## config.mk

```make
export PLATFORM = sky130hd
export DESIGN_NAME = uart_tx_flat
export DESIGN_NICKNAME = d
export VERILOG_FILES = /design/src/rtl/uart_pkg.sv /design/src/rtl/uart_tx_if.sv /design/src/rtl/baud_counter.sv /design/src/rtl/uart_tx.sv /design/src/flat_wrapper.sv
export SDC_FILE = /design/constraint.sdc
export NUM_CORES = 1
export LEC_CHECK = 0
export ABC_AREA = 0
export BUFFER_PORTS_ARGS = -buffer_cell sky130_fd_sc_hd__buf_2
export CAP_MARGIN = 20
export CORE_MARGIN = 8
export CORE_UTILIZATION = 50
export DETAILED_ROUTE_END_ITERATION = 10
export PLACE_DENSITY_LB_ADDON = 0.15
export SKIP_LAST_GASP = 1
export SYNTH_ARGS = -nofsm -noshare
export SYNTH_HDL_FRONTEND = slang
export SYNTH_SLANG_ARGS = --single-unit
export TNS_END_PERCENT = 5
```

## constraint.sdc

```tcl
create_clock -name clk -period 1.8 [get_ports clk]
set_input_delay 0.18 -clock clk [delete_from_list [all_inputs] [get_ports clk]]
set_output_delay 0.18 -clock clk [all_outputs]
set_load 0.02 [all_outputs]
```

## src/rtl/uart_pkg.sv

```systemverilog
// ============================================================================
// Module : uart_pkg
// Brief  : Shared UART types, default rates and baud divider helper.
// Rev    : 1.0
// ============================================================================
`default_nettype none

package uart_pkg;

  localparam int DEFAULT_CLK_FREQ  = 100_000_000;
  localparam int DEFAULT_BAUD_RATE = 115_200;

  typedef enum logic [1:0] {
    IDLE  = 2'd0,
    START = 2'd1,
    DATA  = 2'd2,
    STOP  = 2'd3
  } tx_state_t;

  // Clocks per bit; integer division truncates toward the faster rate.
  function automatic int baud_div(input int freq, input int baud);
    return freq / baud;
  endfunction

endpackage

`default_nettype wire

```

## src/rtl/uart_tx_if.sv

```systemverilog
// ============================================================================
// Module : uart_tx_if
// Brief  : Byte request / busy handshake between a requester and uart_tx.
// Rev    : 1.0
// ============================================================================
`default_nettype none

interface uart_tx_if;

  logic       tx_start;
  logic [7:0] tx_data;
  logic       tx_busy;
  logic       tx_done;

  modport master (
    output tx_start,
    output tx_data,
    input  tx_busy,
    input  tx_done
  );

  modport slave (
    input  tx_start,
    input  tx_data,
    output tx_busy,
    output tx_done
  );

endinterface

`default_nettype wire

```

## src/rtl/baud_counter.sv

```systemverilog
// ============================================================================
// Module : baud_counter
// Brief  : Bit-period counter with clear; tick marks the last cycle of a bit.
// Rev    : 1.0
// ============================================================================
`default_nettype none

module baud_counter #(
  parameter int DIV = 868
) (
  input  wire logic clk,
  input  wire logic rst_n,
  input  wire logic en,
  input  wire logic clr,
  output logic      tick
);

  localparam int                CNT_W  = $clog2(DIV);
  localparam logic [CNT_W-1:0]  C_LAST = CNT_W'(DIV - 1);

  logic [CNT_W-1:0] r_cnt;

  assign tick = en & (r_cnt == C_LAST);

  always_ff @(posedge clk or negedge rst_n) begin
    if (!rst_n) begin
      r_cnt <= '0;
    end else if (clr) begin
      r_cnt <= '0;
    end else if (en) begin
      r_cnt <= tick ? '0 : r_cnt + CNT_W'(1);
    end
  end

endmodule

`default_nettype wire

```

## src/rtl/uart_tx.sv

```systemverilog
// ============================================================================
// Module : uart_tx
// Brief  : 8N1 UART transmitter, one frame per rising edge of a held start.
// Rev    : 1.0
// ============================================================================
`default_nettype none

module uart_tx
  import uart_pkg::*;
#(
  parameter int CLK_FREQ  = DEFAULT_CLK_FREQ,
  parameter int BAUD_RATE = DEFAULT_BAUD_RATE
) (
  input  wire logic  clk,
  input  wire logic  rst_n,
  uart_tx_if.slave   bus,
  output logic       tx
);

  localparam int BAUD_DIV = baud_div(CLK_FREQ, BAUD_RATE);

  tx_state_t  r_state;
  tx_state_t  w_state_nxt;
  logic       r_start_d;
  logic [7:0] r_shift;
  logic [2:0] r_bit_idx;
  logic       r_tx;
  logic       r_busy;
  logic       r_done;

  logic [7:0] w_shift_nxt;
  logic [2:0] w_bit_idx_nxt;
  logic       w_tx_nxt;
  logic       w_busy_nxt;
  logic       w_done_nxt;
  logic       w_clr;
  logic       w_tick;
  logic       w_start_rise;

  assign w_start_rise = bus.tx_start & ~r_start_d;

  baud_counter #(
    .DIV (BAUD_DIV)
  ) u_baud_counter (
    .clk   (clk),
    .rst_n (rst_n),
    .en    (r_state != IDLE),
    .clr   (w_clr),
    .tick  (w_tick)
  );

  // start_d resets high so a start already held at reset release is not an edge.
  always_ff @(posedge clk or negedge rst_n) begin
    if (!rst_n) begin
      r_state   <= IDLE;
      r_start_d <= 1'b1;
      r_shift   <= '0;
      r_bit_idx <= '0;
      r_tx      <= 1'b1;
      r_busy    <= 1'b0;
      r_done    <= 1'b0;
    end else begin
      r_state   <= w_state_nxt;
      r_start_d <= bus.tx_start;
      r_shift   <= w_shift_nxt;
      r_bit_idx <= w_bit_idx_nxt;
      r_tx      <= w_tx_nxt;
      r_busy    <= w_busy_nxt;
      r_done    <= w_done_nxt;
    end
  end

  always_comb begin
    w_state_nxt = r_state;
    case (r_state)
      IDLE:    if (w_start_rise)                 w_state_nxt = START;
      START:   if (w_tick)                       w_state_nxt = DATA;
      DATA:    if (w_tick && r_bit_idx == 3'd7)  w_state_nxt = STOP;
      STOP:    if (w_tick)                       w_state_nxt = IDLE;
      default:                                   w_state_nxt = IDLE;
    endcase
  end

  always_comb begin
    w_shift_nxt   = r_shift;
    w_bit_idx_nxt = r_bit_idx;
    w_tx_nxt      = r_tx;
    w_busy_nxt    = r_busy;
    w_done_nxt    = 1'b0;
    w_clr         = 1'b0;
    case (r_state)
      IDLE: begin
        w_tx_nxt = 1'b1;
        if (w_start_rise) begin
          w_shift_nxt = bus.tx_data;
          w_busy_nxt  = 1'b1;
          w_tx_nxt    = 1'b0;
          w_clr       = 1'b1;
        end
      end
      START: begin
        if (w_tick) begin
          w_tx_nxt      = r_shift[0];
          w_bit_idx_nxt = 3'd0;
        end
      end
      DATA: begin
        if (w_tick) begin
          if (r_bit_idx != 3'd7) begin
            w_shift_nxt   = {1'b0, r_shift[7:1]};
            w_tx_nxt      = r_shift[1];
            w_bit_idx_nxt = r_bit_idx + 3'd1;
          end else begin
            w_tx_nxt = 1'b1;
          end
        end
      end
      STOP: begin
        if (w_tick) begin
          w_busy_nxt = 1'b0;
          w_done_nxt = 1'b1;
        end
      end
      default: begin
        w_tx_nxt = 1'b1;
      end
    endcase
  end

  assign tx          = r_tx;
  assign bus.tx_busy = r_busy;
  assign bus.tx_done = r_done;

endmodule

`default_nettype wire

```

## src/flat_wrapper.sv

```systemverilog
// flat-port wrapper written by rule: the top's interface ports become plain ports
module uart_tx_flat import uart_pkg::*;
#(
  parameter int CLK_FREQ  = DEFAULT_CLK_FREQ,
  parameter int BAUD_RATE = DEFAULT_BAUD_RATE
)
  (clk, rst_n, tx, bus_tx_start, bus_tx_data, bus_tx_busy, bus_tx_done);
  uart_tx_if bus_i ();
  input  wire logic clk;
  input  wire logic rst_n;
  output logic tx;
  input wire logic [$bits(bus_i.tx_start)-1:0] bus_tx_start;
  input wire logic [$bits(bus_i.tx_data)-1:0] bus_tx_data;
  output wire logic [$bits(bus_i.tx_busy)-1:0] bus_tx_busy;
  output wire logic [$bits(bus_i.tx_done)-1:0] bus_tx_done;
  assign bus_i.tx_start = bus_tx_start;
  assign bus_i.tx_data = bus_tx_data;
  assign bus_tx_busy = bus_i.tx_busy;
  assign bus_tx_done = bus_i.tx_done;
  uart_tx #(.CLK_FREQ(CLK_FREQ), .BAUD_RATE(BAUD_RATE)) u_core (.clk(clk), .rst_n(rst_n), .bus(bus_i), .tx(tx));
endmodule
```

==> results.txt <==
Status: complete, no violations
CTS tree: built
Slowest stage delay, CP: 0.42 ns
Post-place setup slack: -0.02611 ns
Mapped Area: 0.001479 mm²
Post-layout instance area: 0.001792 mm²
Max cap viols: 0
Drt wl/cell: 14.76 µm
Non-filler instance count after layout: 213
CP Buf/Inv Count: 2
Worst reg2reg path endpoint: u_core.tx
Flop2flop setup slack: 0.06 ns
DRT Pass-1 Iters: 4
Most common flop cell mapped by yosys: dfrtp_1
Delay-heaviest family, CP: flip-flops
Setup TNS: 0 ns
Initial antenna violation count: 0
Worst VDD drop: 0.4572 mV
Count leader, synth: dfrtp_1
CP endpoint kind: flip-flop
Core area: 0.002781 mm²
Hold depth: 2
Starting Density: 0.5317
Crit Path Class: reg -> reg
Power per standard cell area: 509.1 mW/mm²
DP HPWL: 2.324 mm
Final max-slew violation count: 0
GR Util All Layers: 0.1320
Synth unique cells: 40
Die Ht: 70.39 µm
Avg Inst Size Synth: 9.730 µm²
Ys async rst share: 1.000
RSZ-0062 raised after global routing: yes
Leak: 0.0007782 µW
Tmin final: 1.742 ns
Vias in the first global route: 1213
Post-DP Area: 0.001655 mm²
Commonest cells post-synth: 25 x dfrtp_1, 19 x nand2_1, 11 x inv_1
Initial drt markers: 53
GPL Wtd Cong: 0.7954
Worst skew pair latency: 0.32 ns
Period utilization: 0.9675
Seq/Total Area, Yosys: 0.4585
Most Crowded Layer GR: met2
Antenna cells: 0
Startpoint Class: flip-flop
Fmax: 574.2 MHz
CTS Buf Count: 3
Residual DRC count: 0
Multi-input logic area: 808.3 µm²
WP data required: 2.07 ns
First-pass GRT wire length: 5.416 mm
Setup WS post-layout: 0.05842 ns
DIE AREA: 0.004954 mm²
Total grt overflow: 0
Pin count of the biggest net entering global routing: 28
Met1 Usage GRT: 0.1647
Clk slew on worst S/H paths: 0.15 ns
Clk root buf: clkbuf_4
Ys Warns: 0
Crit-path max FO: 9
Die width: 70.39 µm
Placed cells: 204
Biggest area consumer among synthesized cells: dfrtp_1
Share of the synthesized area in the top cell type: 0.4230
NumNets Final: 202
Routed wire length: 3.144 mm
Met3 Use GR: 0.02260
DRT antenna net count: 0
Vias: 1248
Final core occ: 0.6442
Min-delay src: bus_tx_data[7]
Syn Nets: 171
Crit path cell chain: buf_4, ha_2, buf_4, nor2_1, o21bai_4, mux2_4
Syn Inst Count: 152
Register-to-Register Path Depth: 6
IO Port Bufs: 13
Setup Skew: 0.004983 ns
Reg2Reg Launch Point: u_core.r_state[1]
Site row count: 19
Slowest stage cell, crit path: dfrtp_1
Bufs on Longest Clock Path: 2
M2 GR Usage: 0.2143
Layout cell share with drive strength beyond 1: 0.2967
Clock sink count: 27
Final hold vios: 0
Hold Path Class: in -> reg
Final setup fails: 0
Htree depth: 1
Hold EP: u_core.r_shift[7]
Rel. slew slack: 0.6122
Top post-synthesis cells by area: dfrtp_1 42%, ha_1 6.8%, nand2_1 4.8%
Fill count: 221
Boundary pin count: 14
Critical path arrival: 2.01 ns
DR vias/cell: 5.859
FF+latch count, synth: 27
Most frequent CP cell: buf_4
Number of flops mapped to enable cells by yosys: 0
Area growth, synth to finish: 21.15%
Worst slew pin tran: 0.5817 ns
FF+latch area: 678.2 µm²
==> timing repair <==
action,in CTS,in global routing
endpoints found under the hold margin,26,0
hold buffers,2,0
pin swaps,0,6
resized for setup,1,17
cloned,0,0
endpoints found under the setup margin,7,22
buffers inserted,0,3
==> flip-flops by register name, summed over array words and instances, names as in the netlist <==
signal,count
u_core.tx,1
u_core.r_shift,8
u_core.r_bit_idx,3
u_core.bus.tx_done,1
u_core.u_baud_counter.r_cnt,10
u_core.r_start_d,1
u_core.r_state,2
u_core.bus.tx_busy,1
==> layout by cell type (no fill, tap or decap), types with 3 or more instances in the layout <==
| cell type | netlist | layout |
|---|---|---|
| a21oi_1 | 8 | 8 |
| a22o_1 | 3 | 3 |
| a31oi_1 | 5 | 4 |
| buf_2 | 2 | 13 |
| buf_4 | 0 | 15 |
| clkbuf_4 | 0 | 3 |
| dfrtp_1 | 25 | 25 |
| ha_1 | 8 | 6 |
| inv_1 | 11 | 9 |
| nand2_1 | 19 | 19 |
| nand3_1 | 9 | 8 |
| nor2_1 | 4 | 4 |
| nor3_1 | 7 | 6 |
| o211ai_1 | 3 | 3 |
| o21ai_0 | 8 | 6 |
| o22ai_1 | 7 | 7 |
==> layer usage <==
metal,up-vias,routed length (µm)
li1,613,-
met1,610,1477
met2,19,1524
met3,6,91
met4,0,51
met5,-,0
==> cells by family (layout without fill, tap and decap cells) <==
group | after synthesis | count (layout) | share of synthesized area
xor+xnor | 2 | 2 | 0.01185
simple gates | 56 | 56 | 0.2174
mux | 4 | 4 | 0.03215
buf+inv | 15 | 45 | 0.03977
fa+ha+maj | 8 | 8 | 0.06768
flops | 27 | 27 | 0.4585
compound gates | 40 | 40 | 0.1726
==> area by class of cell <==
cell class              instances  share of cell area
clock buffers                   3             0.01257
clock inverters                 1            0.002793
inverters                      11             0.02304
multi-input cells             110              0.4511
flip-flops and latches         27              0.3785
well taps                      31             0.02165
repair buffers                 30              0.1103
==> per-stage QoR <==
stage / hold slack [ns] / power (µW)
after global placement: 0.2124 / 656.1
after CTS: 0.05506 / 922.5
final: 0.06874 / 912.1
after floorplan: -0.1156 / 630.8
after global routing: 0.06175 / 949.0
after detailed placement: 0.2221 / 657.1
==> how the worst max path moves through the flow <==
stage / startpoint / endpoint / slack (ns) / cells past startpoint
2_1_floorplan: u_core.r_state[0] / u_core.r_state[1] / 0.008 / 6
3_3_place_gp: u_core.r_state[0] / u_core.r_shift[3] / 0.04 / 7
3_5_place_dp: u_core.r_state[0] / u_core.r_bit_idx[2] / -0.03 / 7
4_1_cts: u_core.r_state[0] / u_core.u_baud_counter.r_cnt[5] / -0.03 / 7
5_1_grt: u_core.r_state[0] / u_core.tx / -0.02 / 7
6_report: u_core.r_state[1] / u_core.tx / 0.06 / 6
==> where the power goes <==
part / switching, µW / total [µW] / leakage, µW / internal, µW
sequential: 0.809 / 612 / 0.000346 / 611
clock: 181 / 264 / 0.0000177 / 83.3
combinational: 20.9 / 36.4 / 0.000415 / 15.4
Note: power is estimated with default switching activity, not from simulation.
